===== src/rtl/loop_seq_ctrl.sv =====
// loop_seq_ctrl: sequencer for three nested loop counters (I outer, J, K inner).
// Clears and increments external counters via one-cycle strobes, samples their
// z flags (limit > count) after a settle delay, and hands one body_req/body_ack
// handshake to the datapath per innermost iteration.
//
// Ports:
//   Clk, RST              clock, asynchronous active-high reset
//   start, abort          begin a run (IDLE only) / synchronous abort to IDLE
//   z_i, z_j, z_k         counter "loop continues" flags
//   rst_i/j/k, inc_i/j/k  one-cycle clear / increment strobes to the counters
//   body_req, body_ack    per-body handshake with the datapath
//   busy, done            not-IDLE indicator / one-cycle end-of-run pulse
//   body_cnt              bodies completed in the current run (wrapping)
module loop_seq_ctrl #(
  parameter int unsigned SETTLE = 1,
  parameter int unsigned CNT_W  = 12
) (
  input  logic             Clk,
  input  logic             RST,
  input  logic             start,
  input  logic             abort,
  input  logic             z_i,
  input  logic             z_j,
  input  logic             z_k,
  input  logic             body_ack,
  output logic             rst_i,
  output logic             rst_j,
  output logic             rst_k,
  output logic             inc_i,
  output logic             inc_j,
  output logic             inc_k,
  output logic             body_req,
  output logic             busy,
  output logic             done,
  output logic [CNT_W-1:0] body_cnt
);

  localparam int unsigned WAIT_W = 4;
  localparam logic [WAIT_W-1:0] WAIT_LOAD = WAIT_W'(SETTLE - 1);

  typedef enum logic [3:0] {
    IDLE, INIT, WAIT, CHK_I, CHK_J, CHK_K, BODY, ADV_K, ADV_J, ADV_I, DONE
  } state_t;

  state_t            state, state_d;
  state_t            ret, ret_d;
  logic [WAIT_W-1:0] wait_cnt, wait_d;
  logic [CNT_W-1:0]  cnt_d;

  // Next-state, settle-return bookkeeping and body counter update
  always_comb begin
    state_d = state;
    ret_d   = ret;
    wait_d  = wait_cnt;
    cnt_d   = body_cnt;
    unique case (state)
      IDLE: begin
        if (start) begin
          state_d = INIT;
          cnt_d   = '0;
        end
      end
      INIT: begin
        state_d = WAIT;
        ret_d   = CHK_I;
        wait_d  = WAIT_LOAD;
      end
      WAIT: begin
        if (wait_cnt == '0) state_d = ret;
        else                wait_d  = wait_cnt - WAIT_W'(1);
      end
      CHK_I: state_d = z_i ? CHK_J : DONE;
      CHK_J: state_d = z_j ? CHK_K : ADV_I;
      CHK_K: state_d = z_k ? BODY  : ADV_J;
      BODY: begin
        if (body_ack) begin
          state_d = ADV_K;
          cnt_d   = body_cnt + CNT_W'(1);
        end
      end
      ADV_K: begin
        state_d = WAIT;
        ret_d   = CHK_K;
        wait_d  = WAIT_LOAD;
      end
      ADV_J: begin
        state_d = WAIT;
        ret_d   = CHK_J;
        wait_d  = WAIT_LOAD;
      end
      ADV_I: begin
        state_d = WAIT;
        ret_d   = CHK_I;
        wait_d  = WAIT_LOAD;
      end
      DONE:    state_d = IDLE;
      default: state_d = IDLE;
    endcase
    // Abort overrides every transition and freezes the body count
    if (abort) begin
      state_d = IDLE;
      cnt_d   = body_cnt;
    end
  end

  // State register; outputs are the state decode, registered from state_d so
  // they line up with the state they belong to
  always_ff @(posedge Clk or posedge RST) begin
    if (RST) begin
      state    <= IDLE;
      ret      <= IDLE;
      wait_cnt <= '0;
      body_cnt <= '0;
      rst_i    <= 1'b0;
      rst_j    <= 1'b0;
      rst_k    <= 1'b0;
      inc_i    <= 1'b0;
      inc_j    <= 1'b0;
      inc_k    <= 1'b0;
      body_req <= 1'b0;
      busy     <= 1'b0;
      done     <= 1'b0;
    end else begin
      state    <= state_d;
      ret      <= ret_d;
      wait_cnt <= wait_d;
      body_cnt <= cnt_d;
      rst_i    <= (state_d == INIT);
      rst_j    <= (state_d == INIT) || (state_d == ADV_I);
      rst_k    <= (state_d == INIT) || (state_d == ADV_I) || (state_d == ADV_J);
      inc_i    <= (state_d == ADV_I);
      inc_j    <= (state_d == ADV_J);
      inc_k    <= (state_d == ADV_K);
      body_req <= (state_d == BODY);
      busy     <= (state_d != IDLE);
      done     <= (state_d == DONE);
    end
  end

endmodule


===== config.mk =====
export PLATFORM = sky130hd
export DESIGN_NAME = loop_seq_ctrl
export DESIGN_NICKNAME = d
export VERILOG_FILES = /design/src/rtl/loop_seq_ctrl.sv
export SDC_FILE = /design/constraint.sdc
export NUM_CORES = 1
export LEC_CHECK = 0
export ABC_AREA = 0
export CAP_MARGIN = 30
export CELL_PAD_IN_SITES_DETAIL_PLACEMENT = 1
export CELL_PAD_IN_SITES_GLOBAL_PLACEMENT = 1
export CORE_UTILIZATION = 40
export DETAILED_ROUTE_END_ITERATION = 7
export GPL_TIMING_DRIVEN = 0
export PLACE_DENSITY = 0.78
export SLEW_MARGIN = 0
export SYNTH_ARGS = -nofsm -noshare
export SYNTH_HDL_FRONTEND = slang
export SYNTH_SLANG_ARGS = --single-unit

===== constraint.sdc =====
create_clock -name Clk -period 3.15 [get_ports Clk]
set_input_delay 0.63 -clock Clk [delete_from_list [all_inputs] [get_ports Clk]]
set_output_delay 0.63 -clock Clk [all_outputs]
set_load 0.01 [all_outputs]

### After elaboration in Yosys (flattened, before gate mapping)

Cells that the tools add are included.

* bitwise logic cells: 1
* equality and inequality tests: 18
* add/subtract/negate cells: 2
* multiplexer cells: 14
* reduce and logical (&&, ||, !) cells: 12

Operators by type and width (count)
* $mux W4: 8
* $pmux W4 S7: 1
* $eq A4 B3 Y1 const B: 6
* $mux W12: 2
* $pmux W12 S2: 1
* $eq A4 B4 Y1 const B: 5
* $add A12 B1 Y12 const B: 1
* $pmux W4 S3: 1
* $eq A4 B1 Y1 const B: 2
* $eq A4 B2 Y1 const B: 2
* $logic_not A4 Y1: 2
* $pmux W4 S2: 1
* $ne A2 B2 Y1 const B: 3
* $reduce_and A4 Y1: 1
* $reduce_bool A2 Y1: 2
* $reduce_bool A4 Y1: 1
* $reduce_or A4 Y1: 1
* $sub A4 B1 Y4 const B: 1
* $reduce_bool A3 Y1: 1
* $logic_or A1 B1 Y1: 2
* $reduce_and A2 Y1: 1
* $reduce_or A2 Y1: 1
* $not A1 Y1: 1

* register bits after elaboration: 33
* bits of input ports: 8
* output and inout bits: 21
* word-level logic and storage cells: 60

### Depth between registers and ports, before layout

Gate-level depths: netlist of the first run.

* depth after elaboration: 7
* mapped depth: 7
* gate-level depth less buffers: 6

### Worst setup path after synthesis of the first run

OpenSTA, ideal clock, no wires.

* path type: register to register
* from: register wait_cnt[0]
* to: register busy
* required time: 3.021 ns
* setup slack: 0.875 ns
* setup time: 0.129 ns
* arrival time: 2.146 ns
* clock period less this slack: 2.275 ns
* cell stages (with the launch flop): 8
* path buffers: 1
* path through: dfrtp_1 > inv_1 > ha_1 > or3b_4 > and2_4 > or4_4 > buf_6 > o41a_1

* longest elaborated chain between the ends: 5

RTL lines
* start: declaration: line 47 `logic [WAIT_W-1:0] wait_cnt, wait_d;`
* start signal: assignment: line 126 `wait_cnt <= wait_d;`
* $logic_not A4 Y1: line 69 `if (wait_cnt == '0) state_d = ret;`
* $mux W4: line 69
* $pmux W4 S7: line 56 `unique case (state)`
* $mux W4: line 100 `if (abort) begin`
* $reduce_bool A4 Y1: line 135 `busy <= (state_d != IDLE);`
* end signal: assignment: line 135
* end: declaration: line 33 `output logic busy,`

No other way between the ends.
A chain may end at the register's enable or synchronous reset.

### Final worst setup path of the first run

Same ends and word-level chain as after synthesis.

==> impl_metrics.tcl, run 1 <==
set metrics [dict create \
    outcome "complete, no violations" \
    global_route_wire_length_before_repair_um 7620 \
    die-height_um 68.6 \
    numCtsBuffers 5 \
    drt_iter0_drc 80 \
    rsz0062_at_grt "no" \
    post-route-period-util_pct 76.8 \
    clockPowerShare_pct 25.5 \
    worstSetupEndpointType "flop" \
    die-width_um 68.6 \
    path_class "flop to flop" \
    worst_skew_pair.late_latency_ps 290 \
    critPathBufInv 2 \
    maximum_number_of_pins_on_one_net_before_global_route_repair 19 \
    final-setup-viol-count 0 \
    grt_pass1_vias 1530 \
    detailroute.via_count 1530 \
    fin_tns_setup_ps 0 \
    async_reset_ff_share_pct 100 \
    hp-class "flop to flop" \
    initial_utilization_pct 43.1 \
    globalplace.congestion 0.846 \
    timing_max_transition_violations_final 0 \
    main_combinational_cell_family_by_area_after_synthesis "simple AND/OR/NAND/NOR gates" \
    pin_count 29 \
    grt_usage_pct 22.3 \
    clockRootBuffer "clkbuf_8" \
    power.share.combinational_pct 38.5 \
    ys_top_cells_by_area "dfrtp_1 45%, o21ai_0 3.4%, nor2_1 2.5%, a31oi_1 2.5%, nand2_1 2.3%" \
    post-dp-hpwl_um 3380 \
    part_of_the_power_in_registers_pct 36.0 \
    worst_path_dominant_cell_family "simple AND/OR/NAND/NOR gates" \
    tritoncts "done" \
    final_cell_mix "32 x dfrtp_1, 28 x clkdlybuf4s50_1, 12 x o21ai_0, 12 x nor2_1, 11 x nand2_1" \
    antenna_cells_inserted 0 \
    yosys-mux-area-fraction_pct 1.20 \
    synth_fa_ha_area_share_pct 1.41 \
    drt_pass1_iterations 4 \
    vdd_ir_drop_max_uv 296 \
    clkTransAtPathRegs_ps 70 \
    total_switching_power_w 0.000459 \
    synth-xor-area-share_pct 1.48 \
    core_area_um2 4120 \
    cts.sink_count 32 \
    final_common_cell "dfrtp_1" \
    synth_top_flop_cell "dfrtp_1" \
    intPower_w 0.000894 \
    total_nets_after_synthesis 192 \
    cell_type_of_the_slowest_stage_on_the_worst_timing_path "or4_4" \
    timing.critical_path.fanout_max 6 \
    yosys_warnings 0 \
    critical_path_data_required_time_ps 3310 \
    antenna_found_initial 0 \
    synth_enable_flop_cells 0 \
    synth_seq_area_share_pct 45.2 \
    die_area_um2 4700 \
    cap_violations 0 \
    average_detailed_routed_wire_length_per_instance_um 16.8 \
    cp.arrival_ps 2580 \
    fillers 464 \
    synth_top_area_share_pct 45.2 \
    buffer_ports.inserted 28 \
    synth_simple_gate_area_share_pct 24.6 \
    finalNetCount 228 \
    area_growth_syn_to_layout_pct 26.3 \
    max-clock-path-buffers 2 \
    cts-hold-fix-buffers 0 \
    crit_path_start_kind "flop" \
    report.final.hold_viol_count 0 \
    dp_worst_setup_slack_ps 545 \
    cp_cell_sequence "inv_1 -> ha_1 -> or3b_4 -> and2_4 -> or4_4 -> buf_6 -> o41a_1" \
    ys_seq_elements 32 \
    vias_per_cell 5.71 \
    synth.distinct_cells 52 \
    placement_rows 23 \
    ant_nets 0 \
    drcViolationCount 0 \
    placed_cells 261 \
    powerDensity_nw_per_um2 604 \
    worst_pin_slew_ps 637 \
    post_synth_inst_count 182 \
    maximum_frequency_from_static_timing_analysis_mhz 413 \
    total_gr_overflow 0 \
    synthesis.area_um2 1770 \
    cts.repair.resized 0 \
    postSynthAreaPerCell_um2 9.73 \
    power.share.switching_pct 33.9 \
    cts_max_level 2 \
    final_period_minus_worst_setup_slack_ps 2420 \
    cts_setup_buffers 0 \
    postRouteWirelength_um 4520 \
    setup_slack_ps 730 \
    clock_skew_ps 5.49 \
    synth-compound-area-share_pct 19.8 \
    slew-limit-headroom_pct 57.5 \
    power.leakage_nw 0.950 \
    synthDominantAreaCellType "dfrtp_1" \
    maximum_single_stage_delay_on_the_critical_path_ps 510 \
    post_route_cells_drive_above_1_share_pct 12.4 \
    final-instance-count-excl-fill 268 \
]
==> routing by layer <==
| metal | routed length, um | vias to the layer above | global-route usage [%] |
|---|---|---|---|
| met2 | 2140 | 29 | 34.4 |
| li1 | - | 744 | - |
| met4 | 43 | 0 | 6.51 |
| met1 | 2180 | 752 | 30.8 |
| met3 | 152 | 5 | 5.43 |
| met5 | 0 | - | 0 |
==> path summary, 6_finish.rpt <==
kind | start | endpoint | slack [ps] | cells after the start
setup / recovery | wait_cnt[0] | busy | 730 | 7
hold / removal | body_cnt[10] | body_cnt[10] | 510 | 1
setup reg to reg | wait_cnt[0] | busy | 730 | 7
hold reg to reg | body_cnt[10] | body_cnt[10] | 510 | 1
max in group asynchronous | RST | ret[2] | 1900 | 3
min in group asynchronous | RST | body_req | 730 | 2
==> cell usage after synthesis, types with 2 or more instances <==
cell type,n
buf_2,2
or3b_2,2
buf_6,2
a31oi_1,7
a21oi_1,4
nand2b_1,4
nor4_1,4
a21bo_2,2
clkbuf_1,6
a41oi_1,2
o22ai_1,3
a22o_1,3
dfrtp_1,32
nand3_1,7
o31ai_1,2
nor3b_1,3
nand4bb_1,3
nand2_1,11
ha_1,2
o21ai_0,12
nor3_1,7
nand3b_1,4
nor2_1,12
and3_1,4
a31o_2,2
o41ai_1,2
o21bai_1,3
inv_1,7
a21o_1,4
xor2_1,2
==> through the flow <==
step                      total power (W)  util [%]  instance area (um^2)  hold slack (ps)
after floorplan                  0.000856         -                  1770              485
after global placement           0.000989      51.4                  2110              493
after detailed placement          0.00101      52.1                  2140              505
after CTS                         0.00136      54.4                  2240              514
after global routing              0.00145      54.4                  2240              552
final                             0.00135      54.4                  2240              512
==> area by class of cell <==
type                       count  area [um^2]  area share (%)
clock buffer                   7         96.3            4.30
timing repair buffer          29          308            13.8
inverter                       7         26.3            1.17
tap                           50         62.6            2.79
multi-input combinational    130          861            38.5
buffer                        13         83.8            3.75
sequential                    32          801            35.8
==> power by group through the flow <==
stage                     combinational, W  sequential (W)  clock (W)
after floorplan                   0.000355        0.000501          0
after global placement            0.000498        0.000491          0
after detailed placement          0.000517        0.000494          0
after CTS                         0.000522        0.000487   0.000352
after global routing              0.000579        0.000492   0.000376
final                             0.000521        0.000487   0.000345
==> registers in the layout (all words and copies together) (netlist names), 3 cells and up <==
register and flops:
ret 3, state 4, body_cnt 12, wait_cnt 4
==> cell families after synthesis <==
logic type,count (synthesis)
DFF,32
muxes,2
AOI/OAI and AO/OA,51
buffers and inverters,20
and+or+nand+nor,72
adders and majority gates,2
xor gates and xnor gates,3
Note: power is estimated with default switching activity, not from simulation.
==> run 2: changes to the inputs <==
Settings changed: CORE_UTILIZATION 40 to 37, PLACE_DENSITY 0.78 to 0.76.
Clock period 3.15 ns to 2.2 ns, I/O delays scaled along.
==> run 2 against run 1 <==
The run now ends with DRC left. Maximum frequency increased by 16%. Via count increased by 6.2%. Power increased by 49%. Die area increased by 7.9%. Combinational power increased by 45%. Final cell count increased by 2.6%. Worst setup slack got worse by 610 ps. Non-clock buffer count increased by 4. Count of clock-buffer cells in the layout decreased by 1. Hold slack got worse by 3.8 ps.
==> impl_metrics.tcl, run 2 (synthesis gave the netlist of run 1 again) <==
set metrics [dict create \
    outcome "finished, violations left" \
    failing_checks "DRC" \
    vdd_ir_drop_max_uv 443 \
    drt_iter0_drc 113 \
    initial_utilization_pct 39.6 \
    die_area_um2 5070 \
    final_cell_mix "32 x dfrtp_1, 28 x clkdlybuf4s50_1, 12 x o21ai_0, 12 x nor2_1, 11 x nand2_1" \
    buffer_ports.inserted 28 \
    regMostFlops "body_cnt" \
    critPathBufInv 3 \
    die-width_um 71.2 \
    grt_pass1_vias 1624 \
    tritoncts "done" \
    numCtsBuffers 5 \
    pin_count 29 \
    final_common_cell "dfrtp_1" \
    powerDensity_nw_per_um2 872 \
    worst_skew_pair.late_latency_ps 290 \
    post_route_cells_drive_above_1_share_pct 17.0 \
    report.final.hold_viol_count 0 \
    cts-hold-fix-buffers 0 \
    worst_path_dominant_cell_family "buffers and inverters" \
    cell_type_of_the_slowest_stage_on_the_worst_timing_path "dfrtp_1" \
    cts.sink_count 32 \
    fin_tns_setup_ps 0 \
    worstSetupStartpoint "state[0]" \
    area_growth_syn_to_layout_pct 30.6 \
    cp_common_cell "clkbuf_1" \
    finalNetCount 232 \
    max-clock-path-buffers 2 \
    cp.arrival_ps 2270 \
    vias_per_cell 5.91 \
    power.leakage_nw 0.987 \
    post-route-period-util_pct 94.8 \
    crit-reg2reg-launch "state[0]" \
    worstSetupEndpointType "flop" \
    crit_path_start_kind "flop" \
    drcViolationCount 2 \
    critical_path_data_required_time_ps 2380 \
    global_route_wire_length_before_repair_um 8000 \
    maximum_frequency_from_static_timing_analysis_mhz 480 \
    detailroute.via_count 1625 \
    post-dp-hpwl_um 3510 \
    antenna_found_initial 0 \
    drt_pass1_iterations 8 \
    path_class "flop to flop" \
    slew-limit-headroom_pct 51.2 \
    clock_skew_ps 8.90 \
    ant_nets 0 \
    cts_max_level 2 \
    reg_top3 "body_cnt: 12 flops, state: 4 flops, wait_cnt: 4 flops" \
    cap_violations 0 \
    timing.critical_path.fanout_max 10 \
    core_area_um2 4470 \
    average_detailed_routed_wire_length_per_instance_um 17.9 \
    utilization_pct 51.7 \
    cp_cell_sequence "clkbuf_8 -> clkbuf_1 -> nor3_2 -> o21ai_0 -> clkbuf_1 -> o21bai_1 -> a21bo_2" \
    min-delay-start "body_cnt[11]" \
    largest_register_ff_count 12 \
    final_period_minus_worst_setup_slack_ps 2080 \
    maximum_number_of_pins_on_one_net_before_global_route_repair 18 \
    fin_hold_ws_ps 508 \
    postRouteWirelength_um 4920 \
    grt_usage_pct 20.6 \
    globalplace.congestion 0.788 \
    total_gr_overflow 0 \
    final-setup-viol-count 0 \
    clkTransAtPathRegs_ps 60 \
    die-height_um 71.2 \
    timing_max_transition_violations_final 0 \
    clockRootBuffer "clkbuf_8" \
    worst_pin_slew_ps 731 \
    placement_rows 24 \
    maximum_single_stage_delay_on_the_critical_path_ps 370 \
    antenna_cells_inserted 0 \
    hp-class "flop to flop" \
]
==> run 2: cell types whose count changed in the layout (fill, tap and decap cells not counted), sizes merged <==
cell | previous run | this run
bufinv | 0 | 1
buf | 6 | 10
clkinv | 0 | 1
clkbuf | 15 | 14
==> run 2: area by class of cell <==
class / instances / area (um^2)
Tap cell: 52 / 65.1
Timing Repair Buffer: 34 / 345
Buffer: 12 / 75.1
Inverter: 7 / 26.3
Multi-Input combinational cell: 130 / 895
Fill cell: 496 / 2160
Clock inverter: 2 / 35.0
Sequential cell: 32 / 801
Clock buffer: 6 / 72.6
==> run 2: worst register-to-register path: stages (launching register included) <==
cell and delay (ps):
dfrtp_1 370, clkbuf_8 160, clkbuf_1 230, nor3_2 340, o21ai_0 170, clkbuf_1 260
o21bai_1 230, a21bo_2 220
==> run 2: power by group <==
part / internal [W] / total [W] / switching (W) / leakage, nW
sequential: 0.000660 / 0.000698 / 0.0000383 / 0.433
combinational: 0.000331 / 0.000755 / 0.000424 / 0.499
clock: 0.000336 / 0.000565 / 0.000229 / 0.0552
total: 0.00133 / 0.00202 / 0.000691 / 0.987
==> run 2: timing repair <==
action,4_1_cts,5_1_grt
gates cloned,0,0
setup endpoints to repair,3,18
pin swaps,1,1
setup buffers,5,0
gates resized for setup,0,9
==> run 2: per-stage QoR <==
stage	instances	total power (W)	setup slack [ps]	cell area (um^2)
floorplan	182	0.00123	-10.0	1770
global placement	262	0.00142	-71.7	2120
detailed placement	263	0.00146	-103	2150
CTS	275	0.00199	43.6	2280
global route	275	0.00212	-9.07	2310
finish	275	0.00202	115	2310
==> run 2: final timing paths <==
path / to / slack [ps] / cells after the start
max in group asynchronous: ret[1] / 1080 / 3
setup / recovery: body_cnt[8] / 120 / 7
hold reg to reg: body_cnt[11] / 510 / 1
setup reg to reg: body_cnt[8] / 120 / 7
min in group asynchronous: state[3] / 570 / 2
hold / removal: body_cnt[11] / 510 / 1
==> run 2: metal layers <==
metal	part of all wire [%]	vias to the layer above	GRT usage (%)
met4	1.8	0	8.67
li1	-	754	-
met2	48	35	33.1
met3	3.5	8	3.85
met5	0	-	0
met1	47	828	27.2
